===== src/rtl/imem_load_controller_pkg.sv =====
// ============================================================================
// imem_load_controller_pkg : shared defaults and FSM state encoding
// Rev 1.0
// ============================================================================
`default_nettype none

package imem_load_controller_pkg;

  localparam int unsigned DEPTH_DEF     = 32;
  localparam logic [31:0] HALT_WORD_DEF = 32'hFFFF_FFFF;

  typedef enum logic [2:0] {
    ST_IDLE    = 3'd0,
    ST_COLLECT = 3'd1,
    ST_WRITE   = 3'd2,
    ST_DONE    = 3'd3,
    ST_ERROR   = 3'd4
  } state_e;

endpackage

`default_nettype wire


===== src/rtl/imem_load_controller_byte_assembler.sv =====
// ============================================================================
// imem_load_controller_byte_assembler : 8->32 MSB-first byte packer
// Rev 1.0
// ============================================================================
`default_nettype none

module imem_load_controller_byte_assembler (
  input  logic        clk,
  input  logic        rst,
  input  logic        clr,
  input  logic        in_valid,
  input  logic [7:0]  in_byte,
  output logic        word_valid,
  output logic [31:0] word
);

  logic [23:0] shreg_q;
  logic [1:0]  byte_cnt_q;

  // The 4th byte completes the word combinationally so the top can latch it
  // on the same edge; the counter wraps back to 0 at that point.
  assign word_valid = in_valid && !clr && (byte_cnt_q == 2'd3);
  assign word       = {shreg_q, in_byte};

  always_ff @(posedge clk or posedge rst) begin
    if (rst) begin
      shreg_q    <= '0;
      byte_cnt_q <= '0;
    end else if (clr) begin
      byte_cnt_q <= '0;
    end else if (in_valid) begin
      shreg_q    <= {shreg_q[15:0], in_byte};
      byte_cnt_q <= byte_cnt_q + 2'd1;
    end
  end

endmodule

`default_nettype wire


===== src/rtl/imem_load_controller.sv =====
// ============================================================================
// imem_load_controller : download sequencer for instruction memory
// Rev 1.0
// ============================================================================
`default_nettype none

module imem_load_controller
  import imem_load_controller_pkg::*;
#(
  parameter int unsigned DEPTH     = DEPTH_DEF,
  parameter int unsigned ADDR_W    = $clog2(DEPTH),
  parameter logic [31:0] HALT_WORD = HALT_WORD_DEF
) (
  input  logic              clk,
  input  logic              rst,
  input  logic              load_start,
  input  logic              rx_valid,
  input  logic [7:0]        rx_data,
  input  logic [31:0]       pc_addr,
  output logic [31:0]       imem_addr,
  output logic              imem_wr,
  output logic [31:0]       imem_wdata,
  output logic              cpu_hold,
  output logic              load_done,
  output logic              load_err,
  output logic [ADDR_W:0]   word_count
);

  state_e              state_q, state_d;
  logic [ADDR_W-1:0]   word_addr_q, word_addr_d;
  logic [ADDR_W:0]     word_count_q, word_count_d;
  logic [31:0]         wdata_q, wdata_d;

  logic                w_accept;
  logic                w_word_valid;
  logic [31:0]         w_word;

  // Bytes are taken in WRITE too, so a back-to-back stream never loses one.
  assign w_accept = rx_valid && !load_start &&
                    ((state_q == ST_COLLECT) || (state_q == ST_WRITE));

  imem_load_controller_byte_assembler u_asm (
    .clk        (clk),
    .rst        (rst),
    .clr        (load_start),
    .in_valid   (w_accept),
    .in_byte    (rx_data),
    .word_valid (w_word_valid),
    .word       (w_word)
  );

  always_ff @(posedge clk or posedge rst) begin
    if (rst) begin
      state_q      <= ST_IDLE;
      word_addr_q  <= '0;
      word_count_q <= '0;
      wdata_q      <= '0;
    end else begin
      state_q      <= state_d;
      word_addr_q  <= word_addr_d;
      word_count_q <= word_count_d;
      wdata_q      <= wdata_d;
    end
  end

  always_comb begin
    state_d      = state_q;
    word_addr_d  = word_addr_q;
    word_count_d = word_count_q;
    wdata_d      = wdata_q;

    if (w_word_valid) begin
      wdata_d = w_word;
    end

    case (state_q)
      ST_IDLE: begin
        if (load_start) state_d = ST_COLLECT;
      end
      ST_COLLECT: begin
        if (w_word_valid) state_d = ST_WRITE;
      end
      ST_WRITE: begin
        word_count_d = word_count_q + (ADDR_W+1)'(1);
        if (wdata_q == HALT_WORD) begin
          state_d = ST_DONE;
        end else if (word_addr_q == ADDR_W'(DEPTH - 1)) begin
          state_d = ST_ERROR;
        end else begin
          word_addr_d = word_addr_q + ADDR_W'(1);
          state_d     = ST_COLLECT;
        end
      end
      ST_DONE, ST_ERROR: begin
        if (load_start) state_d = ST_COLLECT;
      end
      default: state_d = ST_IDLE;
    endcase

    // A restart overrides everything; a write already on the port this cycle
    // still completes because imem_wr is decoded from the current state.
    if (load_start) begin
      state_d      = ST_COLLECT;
      word_addr_d  = '0;
      word_count_d = '0;
    end
  end

  always_comb begin
    imem_addr = '0;
    if (state_q == ST_WRITE) begin
      imem_addr = {{(32-ADDR_W){1'b0}}, word_addr_q};
    end else if (state_q == ST_DONE) begin
      imem_addr = pc_addr;
    end
  end

  assign imem_wr    = (state_q == ST_WRITE);
  assign imem_wdata = wdata_q;
  assign cpu_hold   = (state_q != ST_DONE);
  assign load_done  = (state_q == ST_DONE);
  assign load_err   = (state_q == ST_ERROR);
  assign word_count = word_count_q;

endmodule

`default_nettype wire

===== config.mk =====
export PLATFORM = sky130hd
export DESIGN_NAME = imem_load_controller
export DESIGN_NICKNAME = d
export VERILOG_FILES = /design/src/rtl/imem_load_controller_pkg.sv /design/src/rtl/imem_load_controller_byte_assembler.sv /design/src/rtl/imem_load_controller.sv
export SDC_FILE = /design/constraint.sdc
export NUM_CORES = 1
export LEC_CHECK = 0
export ABC_AREA = 0
export BUFFER_PORTS_ARGS = -buffer_cell sky130_fd_sc_hd__buf_2
export CAP_MARGIN = 20
export CORE_UTILIZATION = 53
export DETAILED_ROUTE_END_ITERATION = 7
export PLACE_DENSITY_LB_ADDON = 0.2
export SLEW_MARGIN = 20
export SYNTH_ARGS = -nofsm -noshare
export SYNTH_HDL_FRONTEND = slang
export SYNTH_SLANG_ARGS = --single-unit

===== constraint.sdc =====
create_clock -name clk -period 5.4 [get_ports clk]
set_input_delay 1.08 -clock clk [delete_from_list [all_inputs] [get_ports clk]]
set_output_delay 1.08 -clock clk [all_outputs]
set_load 0.01 [all_outputs]

==> impl_metrics.xml, run 1 <==
<?xml version="1.0" encoding="UTF-8"?>
<metrics>
  <group name="outcome">
    <metric name="status" unit="">finished, final reports clean</metric>
  </group>
  <group name="die">
    <metric name="dieArea" unit="sq mm">0.00645</metric>
    <metric name="die-width" unit="um">80.3</metric>
    <metric name="chipHeight" unit="um">80.3</metric>
    <metric name="floorplan.initialDensity" unit="%">54.9</metric>
    <metric name="fp.coreArea" unit="sq mm">0.00592</metric>
    <metric name="pin_count" unit="">118</metric>
    <metric name="fp-row-count" unit="">28</metric>
  </group>
  <group name="timing">
    <metric name="slew_viol_final" unit="">0</metric>
    <metric name="final_setup_vio_count" unit="">0</metric>
    <metric name="max_slew.worst_pin.slew" unit="ns">0.749</metric>
    <metric name="layout_worst_path_cycle_share" unit="%">54.6</metric>
    <metric name="hold_violations" unit="">0</metric>
    <metric name="fin_worst_skew" unit="ns">0.0113</metric>
    <metric name="fin_ws" unit="ns">2.45</metric>
    <metric name="max_freq" unit="GHz">0.339</metric>
    <metric name="setup_repair_after_global_routing_missed_its_margin" unit="">false</metric>
    <metric name="timing.final.crit_period" unit="ns">2.95</metric>
    <metric name="maxSlewHeadroom" unit="%">49.7</metric>
    <metric name="setup-tns-final" unit="ns">0</metric>
  </group>
  <group name="global_route">
    <metric name="grt_antenna_before_repair" unit="">0</metric>
    <metric name="pin_count_of_the_biggest_net_entering_global_routing" unit="">38</metric>
    <metric name="grt_pass1_vias" unit="">2189</metric>
    <metric name="grt-ovfl-total" unit="">0</metric>
    <metric name="grt_first_pass_wirelength" unit="um">10500</metric>
    <metric name="groute.usage.overall" unit="%">21.7</metric>
  </group>
  <group name="logic_synthesis">
    <metric name="synth_top_cells_by_area" unit="">sky130_fd_sc_hd__dfrtp_1, sky130_fd_sc_hd__mux2_2, sky130_fd_sc_hd__and2_1</metric>
    <metric name="synth.lib_cells_used.distinct" unit="">37</metric>
    <metric name="synthesis.area" unit="sq mm">0.00325</metric>
    <metric name="ys_seq_area_share" unit="%">55.4</metric>
    <metric name="synth_ff_type" unit="">sky130_fd_sc_hd__dfrtp_1</metric>
    <metric name="ys.warnings.count" unit="">0</metric>
    <metric name="synth_enable_flop_cells" unit="">0</metric>
    <metric name="syn_inst" unit="">250</metric>
    <metric name="postSynthRegisterBits" unit="">72</metric>
    <metric name="yosys.area.top_type_share" unit="%">55.4</metric>
    <metric name="yosysTopAreaCell" unit="">sky130_fd_sc_hd__dfrtp_1</metric>
    <metric name="average_instance_area_after_synthesis" unit="sq um">13.0</metric>
    <metric name="syn_nets" unit="">298</metric>
    <metric name="synth-async-reset-ratio" unit="%">100</metric>
  </group>
  <group name="cells_and_area">
    <metric name="most-common-layout-cells" unit="">sky130_fd_sc_hd__buf_2, sky130_fd_sc_hd__dfrtp_1, sky130_fd_sc_hd__mux2_2</metric>
    <metric name="net_count_reported_at_finish" unit="">418</metric>
    <metric name="antenna-diode-count" unit="">0</metric>
    <metric name="drive_above_1_share" unit="%">53.1</metric>
    <metric name="fin_cells" unit="">450</metric>
    <metric name="syn_to_final_growth" unit="%">26.7</metric>
    <metric name="layout.cells.most_common" unit="">sky130_fd_sc_hd__buf_2</metric>
    <metric name="nFillCells" unit="">451</metric>
  </group>
  <group name="hold_path">
    <metric name="hold-path-endpoint" unit="">imem_wdata[29]$_DFFE_PP0P_</metric>
    <metric name="hold_depth" unit="">1</metric>
    <metric name="min-delay-start" unit="">u_asm.shreg_q[21]$_DFFE_PP0P_</metric>
    <metric name="hold_class" unit="">reg -&gt; reg</metric>
  </group>
  <group name="placement">
    <metric name="gp_weighted_congestion" unit="">0.748</metric>
    <metric name="place_ws" unit="ns">2.58</metric>
    <metric name="placement.io_buffers" unit="">117</metric>
    <metric name="dp.final_hpwl" unit="um">4690</metric>
    <metric name="dpl.cell_count" unit="">434</metric>
  </group>
  <group name="clock_tree">
    <metric name="clock_sink_count" unit="">72</metric>
    <metric name="clock_tree.root_cell" unit="">sky130_fd_sc_hd__clkbuf_8</metric>
    <metric name="ctsLongestPathBuffers" unit="">2</metric>
    <metric name="cts.clk_slew.worst_paths" unit="ns">0.07</metric>
    <metric name="cts.htree.levels" unit="">3</metric>
    <metric name="post_cts_resized" unit="">0</metric>
    <metric name="post_cts_buffers" unit="">0</metric>
    <metric name="clock_insertion_delay_worst_skew" unit="ns">0.33</metric>
    <metric name="cts_inserted_buffers" unit="">9</metric>
    <metric name="cts_tree" unit="">yes</metric>
    <metric name="cts-hold-fix-buffers" unit="">0</metric>
  </group>
  <group name="routing">
    <metric name="via_count" unit="">2344</metric>
    <metric name="via_density" unit="">5.21</metric>
    <metric name="number_of_optimization_iterations_in_the_first_detailed_route_pass" unit="">4</metric>
    <metric name="postRouteAntennaNets" unit="">0</metric>
    <metric name="remaining_drc_errors" unit="">0</metric>
    <metric name="detail_route.wirelength" unit="um">6650</metric>
    <metric name="detailedRoute.firstIterationViolations" unit="">84</metric>
    <metric name="avgRoutedWirePerCell" unit="um">14.8</metric>
  </group>
  <group name="worst_setup_path">
    <metric name="critical_path_arrival" unit="ns">1.87</metric>
    <metric name="timing.rr.end" unit="">imem_wdata[8]$_DFFE_PP0P_</metric>
    <metric name="r2r_start" unit="">state_q[0]$_DFFE_PP0P_</metric>
    <metric name="setup.worst_path.class" unit="">reg -&gt; out</metric>
    <metric name="worst-r2r-cell-count" unit="">4</metric>
    <metric name="cp.required" unit="ns">4.32</metric>
    <metric name="crit_path_start_kind" unit="">register</metric>
    <metric name="crit_fanout" unit="">13</metric>
    <metric name="endpoint_kind" unit="">output port</metric>
    <metric name="rrSetupSlack" unit="ns">3.41</metric>
  </group>
  <group name="power">
    <metric name="power.ir.vdd_worst" unit="mV">0.225</metric>
    <metric name="p_leak" unit="nW">2.20</metric>
    <metric name="pwr_density_cell" unit="mW/mm^2">351</metric>
  </group>
  <group name="flow_run">
    <metric name="timing.max_cap.violations" unit="">0</metric>
  </group>
</metrics>
## report_power, final
part           internal [mW]  leakage [nW]  switching [mW]
registers              0.654         0.929          0.0856
logic                  0.145          1.17           0.110
clock network          0.261         0.104           0.189
total                   1.06          2.20           0.385
## worst max-delay path: stages, from the launching register on
cell and delay [ns]:
sky130_fd_sc_hd__dfrtp_1 0.44, sky130_fd_sc_hd__inv_1 0.09, sky130_fd_sc_hd__or3_1 0.46, sky130_fd_sc_hd__inv_2 0.25, sky130_fd_sc_hd__a22o_1 0.17, sky130_fd_sc_hd__buf_2 0.12
## worst max path at each step
stage	startpoint	end	slack (ns)
after floorplan	rst	imem_wdata[0]$_DFFE_PP0P_	2.50
after global placement	load_start	imem_wdata[29]$_DFFE_PP0P_	2.26
after detailed placement	load_start	imem_wdata[8]$_DFFE_PP0P_	2.58
after CTS	state_q[1]$_DFFE_PP0P_	imem_addr[3]	2.46
after global routing	state_q[1]$_DFFE_PP0P_	imem_addr[2]	2.34
final	state_q[1]$_DFFE_PP0P_	imem_addr[3]	2.45
## synthesized netlist by cell type (3+ instances only)
library cell / n
sky130_fd_sc_hd__clkbuf_1: 4
sky130_fd_sc_hd__mux2_2: 58
sky130_fd_sc_hd__a22o_1: 6
sky130_fd_sc_hd__nand2_1: 8
sky130_fd_sc_hd__buf_2: 4
sky130_fd_sc_hd__and2_1: 27
sky130_fd_sc_hd__nor2_1: 12
sky130_fd_sc_hd__nand4_1: 10
sky130_fd_sc_hd__xor2_1: 5
sky130_fd_sc_hd__ha_1: 4
sky130_fd_sc_hd__and3_1: 3
sky130_fd_sc_hd__dfrtp_1: 72
sky130_fd_sc_hd__inv_1: 5
sky130_fd_sc_hd__nor2b_1: 3
## layer usage
layer / part of all wire [%] / vias to the layer above / GRT usage, %
met5: 0 / - / 0
met4: 1.1 / 0 / 6.96
met3: 3.3 / 8 / 3.75
met2: 48 / 54 / 33.9
met1: 48 / 1164 / 30.8
li1: - / 1118 / -
## state kept, by name, indices dropped and copies added, names as in the netlist
name,cells
word_count,6
imem_wdata,32
u_asm.byte_cnt_q,2
state_q,3
word_addr_q,5
u_asm.shreg_q,24
## logic make-up (layout without fill, tap and decap cells)
| logic type | Yosys count | count (layout) | share of synthesized area (%) |
|---|---|---|---|
| compound gates | 16 | 16 | 4.04 |
| xor+xnor | 6 | 6 | 1.62 |
| fa+ha+maj | 4 | 4 | 1.54 |
| buf+inv | 17 | 142 | 2.77 |
| flops | 72 | 72 | 55.4 |
| mux | 61 | 61 | 21.1 |
| simple gates | 74 | 74 | 13.5 |
## metrics by stage
stage	util (%)	power [mW]	area, sq um	hold slack, ns
floorplan	-	0.881	3250	0.465
global placement	65.5	0.990	3880	0.486
detailed placement	65.9	1.01	3900	0.494
CTS	69.5	1.46	4120	0.509
global route	69.5	1.52	4120	0.520
finish	69.5	1.44	4120	0.502
## final cells by class
type | count | area (sq um) | area share [%]
Inverter | 6 | 22.5 | 0.547
Clock buffer | 11 | 131 | 3.19
Sequential cell | 72 | 1800 | 43.8
Timing Repair Buffer | 120 | 628 | 15.3
Tap cell | 75 | 93.8 | 2.28
Multi-Input combinational cell | 161 | 1360 | 33.0
Clock inverter | 5 | 81.3 | 1.98
No activity file was read; power rests on OpenSTA's default activity.
==> run 2, diff against run 1 <==
ABC_AREA = 1   (was 0)
CORE_UTILIZATION = 46   (was 53)
clock period = 2.43 ns   (was 5.4 ns; I/O delays follow)
==> impl_metrics.xml, run 2 <==
<?xml version="1.0" encoding="UTF-8"?>
<metrics>
  <group name="clock_tree">
    <metric name="clock_sink_count" unit="">72</metric>
    <metric name="clock_tree.root_cell" unit="">sky130_fd_sc_hd__clkbuf_8</metric>
    <metric name="ctsLongestPathBuffers" unit="">2</metric>
    <metric name="post_cts_resized" unit="">0</metric>
    <metric name="cts.htree.levels" unit="">3</metric>
    <metric name="clock_insertion_delay_worst_skew" unit="ns">0.34</metric>
    <metric name="cts_tree" unit="">yes</metric>
    <metric name="post_cts_buffers" unit="">0</metric>
    <metric name="cts_inserted_buffers" unit="">9</metric>
    <metric name="cts-hold-fix-buffers" unit="">0</metric>
    <metric name="cts.clk_slew.worst_paths" unit="ns">0.08</metric>
  </group>
  <group name="worst_setup_path">
    <metric name="critPathSlowestCell" unit="">sky130_fd_sc_hd__dfrtp_1</metric>
    <metric name="setup.worst_path.class" unit="">reg -&gt; out</metric>
    <metric name="crit_path_start_kind" unit="">register</metric>
    <metric name="cell_family_with_most_cp_delay" unit="">simple AND/OR/NAND/NOR gates</metric>
    <metric name="timing.critical_path.cells" unit="">inv_2 &gt; nor3_4 &gt; inv_4 &gt; nor2_1 &gt; buf_2</metric>
    <metric name="critical_path_arrival" unit="ns">1.73</metric>
    <metric name="endpoint_kind" unit="">output port</metric>
    <metric name="crit_fanout" unit="">28</metric>
    <metric name="r2r_start" unit="">word_addr_q[0]$_DFFE_PP0P_</metric>
    <metric name="crit_buf_inv" unit="">3</metric>
    <metric name="crit_path_max_incr_delay" unit="ns">0.44</metric>
    <metric name="cp.required" unit="ns">1.94</metric>
    <metric name="critical_path.startpoint" unit="">state_q[0]$_DFFE_PP0P_</metric>
  </group>
  <group name="cells_and_area">
    <metric name="most-common-layout-cells" unit="">sky130_fd_sc_hd__nand2_1, sky130_fd_sc_hd__buf_2, sky130_fd_sc_hd__dfrtp_1</metric>
    <metric name="antenna-diode-count" unit="">0</metric>
    <metric name="layout.cells.most_common" unit="">sky130_fd_sc_hd__nand2_1</metric>
    <metric name="nFillCells" unit="">685</metric>
    <metric name="drive_above_1_share" unit="%">28.0</metric>
    <metric name="largest_register_ffs" unit="">32</metric>
    <metric name="net_count_reported_at_finish" unit="">610</metric>
    <metric name="syn_to_final_growth" unit="%">24.3</metric>
  </group>
  <group name="timing">
    <metric name="fin_worst_skew" unit="ns">0.0136</metric>
    <metric name="setup-tns-final" unit="ns">0</metric>
    <metric name="timing.final.crit_period" unit="ns">2.21</metric>
    <metric name="hold_violations" unit="">0</metric>
    <metric name="slew_viol_final" unit="">0</metric>
    <metric name="setup_repair_after_global_routing_missed_its_margin" unit="">false</metric>
    <metric name="final_setup_vio_count" unit="">0</metric>
    <metric name="maxSlewHeadroom" unit="%">70.3</metric>
    <metric name="max_freq" unit="GHz">0.452</metric>
    <metric name="max_slew.worst_pin.slew" unit="ns">0.446</metric>
    <metric name="fin_hold_ws" unit="ns">0.221</metric>
    <metric name="layout_worst_path_cycle_share" unit="%">91.1</metric>
    <metric name="fin_ws" unit="ns">0.217</metric>
  </group>
  <group name="power">
    <metric name="pwr_density_cell" unit="mW/mm^2">800</metric>
    <metric name="p_leak" unit="nW">2.52</metric>
    <metric name="power" unit="mW">3.53</metric>
    <metric name="power.ir.vdd_worst" unit="mV">0.593</metric>
  </group>
  <group name="logic_synthesis">
    <metric name="synth-async-reset-ratio" unit="%">100</metric>
    <metric name="synth_ff_type" unit="">sky130_fd_sc_hd__dfrtp_1</metric>
    <metric name="ys.warnings.count" unit="">0</metric>
    <metric name="postSynthRegisterBits" unit="">72</metric>
    <metric name="ys_seq_area_share" unit="%">50.7</metric>
    <metric name="synth.lib_cells_used.distinct" unit="">30</metric>
    <metric name="synth_top_cells_by_area" unit="">sky130_fd_sc_hd__dfrtp_1, sky130_fd_sc_hd__nand2_1, sky130_fd_sc_hd__nor2_1</metric>
    <metric name="yosys.area.top_type_share" unit="%">50.7</metric>
    <metric name="synth.most_common_cell" unit="">sky130_fd_sc_hd__nand2_1</metric>
    <metric name="yosysTopAreaCell" unit="">sky130_fd_sc_hd__dfrtp_1</metric>
    <metric name="synthesis.area" unit="sq mm">0.00355</metric>
    <metric name="synth_enable_flop_cells" unit="">0</metric>
    <metric name="average_instance_area_after_synthesis" unit="sq um">7.96</metric>
    <metric name="synth_top_cells_by_count" unit="">sky130_fd_sc_hd__nand2_1, sky130_fd_sc_hd__dfrtp_1, sky130_fd_sc_hd__nor2_1, sky130_fd_sc_hd__inv_1, sky130_fd_sc_hd__o21ai_0</metric>
    <metric name="syn_inst" unit="">446</metric>
    <metric name="syn_nets" unit="">494</metric>
  </group>
  <group name="hold_path">
    <metric name="hold_class" unit="">in -&gt; async</metric>
  </group>
  <group name="routing">
    <metric name="postRouteAntennaNets" unit="">0</metric>
    <metric name="route.met3.wl" unit="um">478</metric>
    <metric name="number_of_optimization_iterations_in_the_first_detailed_route_pass" unit="">5</metric>
    <metric name="via_count" unit="">3193</metric>
    <metric name="remaining_drc_errors" unit="">0</metric>
    <metric name="avgRoutedWirePerCell" unit="um">12.4</metric>
    <metric name="detailedRoute.firstIterationViolations" unit="">210</metric>
    <metric name="detail_route.wirelength" unit="um">8230</metric>
    <metric name="via_density" unit="">4.79</metric>
    <metric name="routedLengthMet1" unit="um">3730</metric>
    <metric name="route.top_layer_used" unit="">met4</metric>
    <metric name="met2_length" unit="um">3850</metric>
  </group>
  <group name="global_route">
    <metric name="grt_first_pass_wirelength" unit="um">13500</metric>
    <metric name="grt-ovfl-total" unit="">0</metric>
    <metric name="pin_count_of_the_biggest_net_entering_global_routing" unit="">73</metric>
    <metric name="grt_pass1_vias" unit="">2849</metric>
    <metric name="groute.usage.overall" unit="%">21.0</metric>
    <metric name="grt_antenna_before_repair" unit="">0</metric>
  </group>
  <group name="placement">
    <metric name="dp.final_hpwl" unit="um">5950</metric>
    <metric name="place_ws" unit="ns">0.585</metric>
    <metric name="placement.io_buffers" unit="">117</metric>
    <metric name="gp_weighted_congestion" unit="">0.799</metric>
  </group>
  <group name="outcome">
    <metric name="status" unit="">finished, final reports clean</metric>
  </group>
  <group name="die">
    <metric name="fp-row-count" unit="">31</metric>
    <metric name="fp.coreArea" unit="sq mm">0.00737</metric>
    <metric name="floorplan.initialDensity" unit="%">48.2</metric>
    <metric name="dieArea" unit="sq mm">0.00807</metric>
    <metric name="pin_count" unit="">118</metric>
    <metric name="die-width" unit="um">89.9</metric>
    <metric name="chipHeight" unit="um">89.9</metric>
  </group>
  <group name="flow_run">
    <metric name="timing.max_cap.violations" unit="">0</metric>
  </group>
</metrics>
## run 2: routing by layer
layer | GRT usage, % | vias to the layer above
li1 | - | 1615
met3 | 4.57 | 13
met2 | 33.7 | 121
met4 | 9.14 | 0
met1 | 27.4 | 1444
met5 | 0 | -
## run 2: cell type report
cell class              count  area [sq um]  share of cell area, %
flip-flops and latches     72          1800                   40.8
multi-input cells         302          1430                   32.3
repair buffers            120           621                   14.1
inverters                  57           216                   4.90
clock buffers               9           124                   2.81
well taps                  99           124                   2.81
clock inverters             7           103                   2.32
## run 2: worst paths after layout
kind | to | depth (start not counted) | slack (ns)
setup / recovery | imem_addr[23] | 5 | 0.22
max in group asynchronous | imem_wdata[19]$_DFFE_PP0P_ | 3 | 1.91
min in group clk | imem_wdata[2]$_DFFE_PP0P_ | 3 | 0.39
hold / removal | word_addr_q[4]$_DFFE_PP0P_ | 3 | 0.22
setup reg to reg | word_addr_q[0]$_DFFE_PP0P_ | 8 | 0.73
hold reg to reg | imem_wdata[27]$_DFFE_PP0P_ | 2 | 0.47
## run 2: cell families (layout without fill, tap and decap cells)
kind of cell    Yosys count  after routing  synth area share, %
compound gates           50             50                 7.65
buf+inv                  72            193                 9.09
fa+ha+maj                 4              4                 1.41
flops                    72             72                 50.7
simple gates            239            239                 28.0
xor+xnor                  2              2                0.493
mux                       7              7                 2.64
## run 2: where the power goes
group          internal (mW)  switching, mW  total [mW]
Combinational          0.336          0.444       0.780
Clock                  0.591          0.481        1.07
Sequential              1.47          0.210        1.68
Total                   2.40           1.14        3.53
## run 2: worst min-delay path, stage by stage
cell and delay (ns):
sky130_fd_sc_hd__buf_2 0.10, sky130_fd_sc_hd__inv_2 0.06, sky130_fd_sc_hd__buf_12 0.32
## run 2: through the flow
stage	instances	util [%]	area (sq um)
after global routing	666	59.9	4420
after CTS	666	59.9	4420
after detailed placement	650	56.8	4190
final	666	59.9	4420
after floorplan	446	-	3550
after global placement	650	56.8	4190
==> run 3, diff against run 2 <==
ABC_AREA = not set   (was 1)
CORE_UTILIZATION = 45   (was 46)
==> impl_metrics.xml, run 3 (synthesis gave the netlist of run 1 again) <==
<?xml version="1.0" encoding="UTF-8"?>
<metrics>
  <group name="outcome">
    <metric name="status" unit="">finished, final reports clean</metric>
  </group>
  <group name="placement">
    <metric name="gp_weighted_congestion" unit="">0.714</metric>
    <metric name="placement.io_buffers" unit="">117</metric>
    <metric name="dp.final_hpwl" unit="um">4860</metric>
  </group>
  <group name="cells_and_area">
    <metric name="syn_to_final_growth" unit="%">27.1</metric>
    <metric name="antenna-diode-count" unit="">0</metric>
    <metric name="drive_above_1_share" unit="%">54.0</metric>
    <metric name="most-common-layout-cells" unit="">sky130_fd_sc_hd__buf_2, sky130_fd_sc_hd__dfrtp_1, sky130_fd_sc_hd__mux2_2</metric>
    <metric name="nFillCells" unit="">620</metric>
    <metric name="layout.cells.most_common" unit="">sky130_fd_sc_hd__buf_2</metric>
    <metric name="largest_register_ffs" unit="">32</metric>
    <metric name="net_count_reported_at_finish" unit="">421</metric>
  </group>
  <group name="die">
    <metric name="dieArea" unit="sq mm">0.00756</metric>
    <metric name="die-width" unit="um">87.0</metric>
    <metric name="fp.coreArea" unit="sq mm">0.00687</metric>
    <metric name="fp-row-count" unit="">30</metric>
    <metric name="chipHeight" unit="um">87.0</metric>
    <metric name="pin_count" unit="">118</metric>
    <metric name="floorplan.initialDensity" unit="%">47.3</metric>
  </group>
  <group name="power">
    <metric name="power_switching" unit="mW">0.901</metric>
    <metric name="power.ir.vdd_worst" unit="mV">0.459</metric>
    <metric name="share_comb_of_total_power" unit="%">18.7</metric>
    <metric name="power.clock.fraction" unit="%">27.2</metric>
    <metric name="p_leak" unit="nW">2.20</metric>
    <metric name="internal_power" unit="mW">2.15</metric>
    <metric name="pwr_density_cell" unit="mW/mm^2">738</metric>
    <metric name="switching_share" unit="%">29.6</metric>
    <metric name="p_seq_share" unit="%">54.1</metric>
  </group>
  <group name="global_route">
    <metric name="grt_pass1_vias" unit="">2162</metric>
    <metric name="grt_first_pass_wirelength" unit="um">10700</metric>
    <metric name="pin_count_of_the_biggest_net_entering_global_routing" unit="">53</metric>
    <metric name="grt_antenna_before_repair" unit="">0</metric>
    <metric name="groute.usage.overall" unit="%">18.6</metric>
    <metric name="grt-ovfl-total" unit="">0</metric>
  </group>
  <group name="worst_setup_path">
    <metric name="endpoint_kind" unit="">output port</metric>
    <metric name="rrSetupSlack" unit="ns">0.44</metric>
    <metric name="worst-r2r-cell-count" unit="">6</metric>
    <metric name="timing.rr.end" unit="">word_addr_q[3]$_DFFE_PP0P_</metric>
    <metric name="r2r_start" unit="">word_addr_q[0]$_DFFE_PP0P_</metric>
    <metric name="crit_path_start_kind" unit="">register</metric>
    <metric name="critical_path_arrival" unit="ns">1.78</metric>
    <metric name="crit_fanout" unit="">13</metric>
    <metric name="setup.worst_path.class" unit="">reg -&gt; out</metric>
    <metric name="cp.required" unit="ns">1.94</metric>
  </group>
  <group name="timing">
    <metric name="setup_repair_after_global_routing_missed_its_margin" unit="">false</metric>
    <metric name="fin_worst_skew" unit="ns">0.0100</metric>
    <metric name="slew_viol_final" unit="">0</metric>
    <metric name="maxSlewHeadroom" unit="%">53.8</metric>
    <metric name="timing.final.crit_period" unit="ns">2.26</metric>
    <metric name="max_freq" unit="GHz">0.442</metric>
    <metric name="final_setup_vio_count" unit="">0</metric>
    <metric name="layout_worst_path_cycle_share" unit="%">93.2</metric>
    <metric name="fin_hold_ws" unit="ns">0.141</metric>
    <metric name="max_slew.worst_pin.slew" unit="ns">0.687</metric>
    <metric name="hold_violations" unit="">0</metric>
    <metric name="setup-tns-final" unit="ns">0</metric>
  </group>
  <group name="clock_tree">
    <metric name="clock_tree.root_cell" unit="">sky130_fd_sc_hd__clkbuf_8</metric>
    <metric name="cts_inserted_buffers" unit="">9</metric>
    <metric name="post_cts_resized" unit="">0</metric>
    <metric name="clock_insertion_delay_worst_skew" unit="ns">0.34</metric>
    <metric name="cts_tree" unit="">yes</metric>
    <metric name="cts.htree.levels" unit="">3</metric>
    <metric name="clock_sink_count" unit="">72</metric>
    <metric name="cts.clk_slew.worst_paths" unit="ns">0.08</metric>
    <metric name="cts-hold-fix-buffers" unit="">0</metric>
    <metric name="ctsLongestPathBuffers" unit="">2</metric>
    <metric name="post_cts_buffers" unit="">0</metric>
  </group>
  <group name="routing">
    <metric name="avgRoutedWirePerCell" unit="um">14.2</metric>
    <metric name="detail_route.wirelength" unit="um">6710</metric>
    <metric name="via_count" unit="">2311</metric>
    <metric name="detailedRoute.firstIterationViolations" unit="">77</metric>
    <metric name="number_of_optimization_iterations_in_the_first_detailed_route_pass" unit="">4</metric>
    <metric name="postRouteAntennaNets" unit="">0</metric>
    <metric name="remaining_drc_errors" unit="">0</metric>
    <metric name="via_density" unit="">4.88</metric>
  </group>
  <group name="hold_path">
    <metric name="hold_class" unit="">in -&gt; async</metric>
  </group>
  <group name="flow_run">
    <metric name="timing.max_cap.violations" unit="">0</metric>
  </group>
</metrics>
[run 3: cell types whose count changed in the layout (fill, tap and decap cells not counted), moves of 14 or more]
cell	delta
sky130_fd_sc_hd__and2_1	+27
sky130_fd_sc_hd__nor2_1	-49
sky130_fd_sc_hd__nand2_1	-141
sky130_fd_sc_hd__o21ai_0	-31
sky130_fd_sc_hd__nand3_1	-14
sky130_fd_sc_hd__mux2_2	+55
sky130_fd_sc_hd__inv_1	-46
[run 3: power groups by stage]
stage | registers (mW) | clock network [mW] | logic [mW]
after detailed placement | 1.67 | 0 | 0.579
final | 1.65 | 0.828 | 0.571
after floorplan | 1.68 | 0 | 0.276
after global placement | 1.66 | 0 | 0.557
after global routing | 1.69 | 0.909 | 0.625
after CTS | 1.65 | 0.851 | 0.582
[run 3: how the worst max path moves through the flow]
| stage | depth (start not counted) | end | slack [ns] | from |
|---|---|---|---|---|
| after floorplan | 1 | imem_wdata[0]$_DFFE_PP0P_ | 0.12 | rst |
| after global placement | 6 | word_addr_q[3]$_DFFE_PP0P_ | 0.47 | word_addr_q[0]$_DFFE_PP0P_ |
| after detailed placement | 5 | imem_wdata[0]$_DFFE_PP0P_ | 0.45 | load_start |
| after CTS | 5 | imem_addr[3] | 0.1 | state_q[1]$_DFFE_PP0P_ |
| after global routing | 5 | imem_addr[4] | 0.05 | state_q[1]$_DFFE_PP0P_ |
| final | 5 | imem_addr[1] | 0.17 | state_q[1]$_DFFE_PP0P_ |
[run 3: per-layer routing]
layer	wire length, um	vias to the layer above	track usage (%)
li1	-	1123	-
met3	223	11	3.60
met4	101	0	8.64
met1	3210	1130	25.6
met2	3170	47	28.3
met5	0	-	0
[run 3: stage by stage]
stage / worst slack, ns / area (sq um) / std cells / power [mW] / utilization (%)
2_1_floorplan: 0.119 / 3250 / 250 / 1.96 / -
3_3_place_gp: 0.471 / 3960 / 458 / 2.22 / 57.6
3_5_place_dp: 0.449 / 3960 / 458 / 2.25 / 57.6
4_1_cts: 0.100 / 4130 / 474 / 3.08 / 60.1
5_1_grt: 0.0506 / 4130 / 474 / 3.22 / 60.1
6_report: 0.165 / 4130 / 474 / 3.05 / 60.1
[run 3: worst max-delay path: stages (launching register included)]
cell and delay [ns]:
sky130_fd_sc_hd__dfrtp_1 0.41, sky130_fd_sc_hd__inv_1 0.09, sky130_fd_sc_hd__or3_1 0.47, sky130_fd_sc_hd__inv_4 0.19, sky130_fd_sc_hd__a22o_1 0.15, sky130_fd_sc_hd__buf_2 0.12
[run 3: area by class of cell]
type	count	area (sq um)	area share (%)
Inverter	6	25.0	0.606
Tap cell	96	120	2.91
Clock buffer	9	124	3.00
Multi-Input combinational cell	161	1360	32.9
Sequential cell	72	1800	43.6
Clock inverter	7	47.5	1.15
Timing Repair Buffer	123	656	15.9
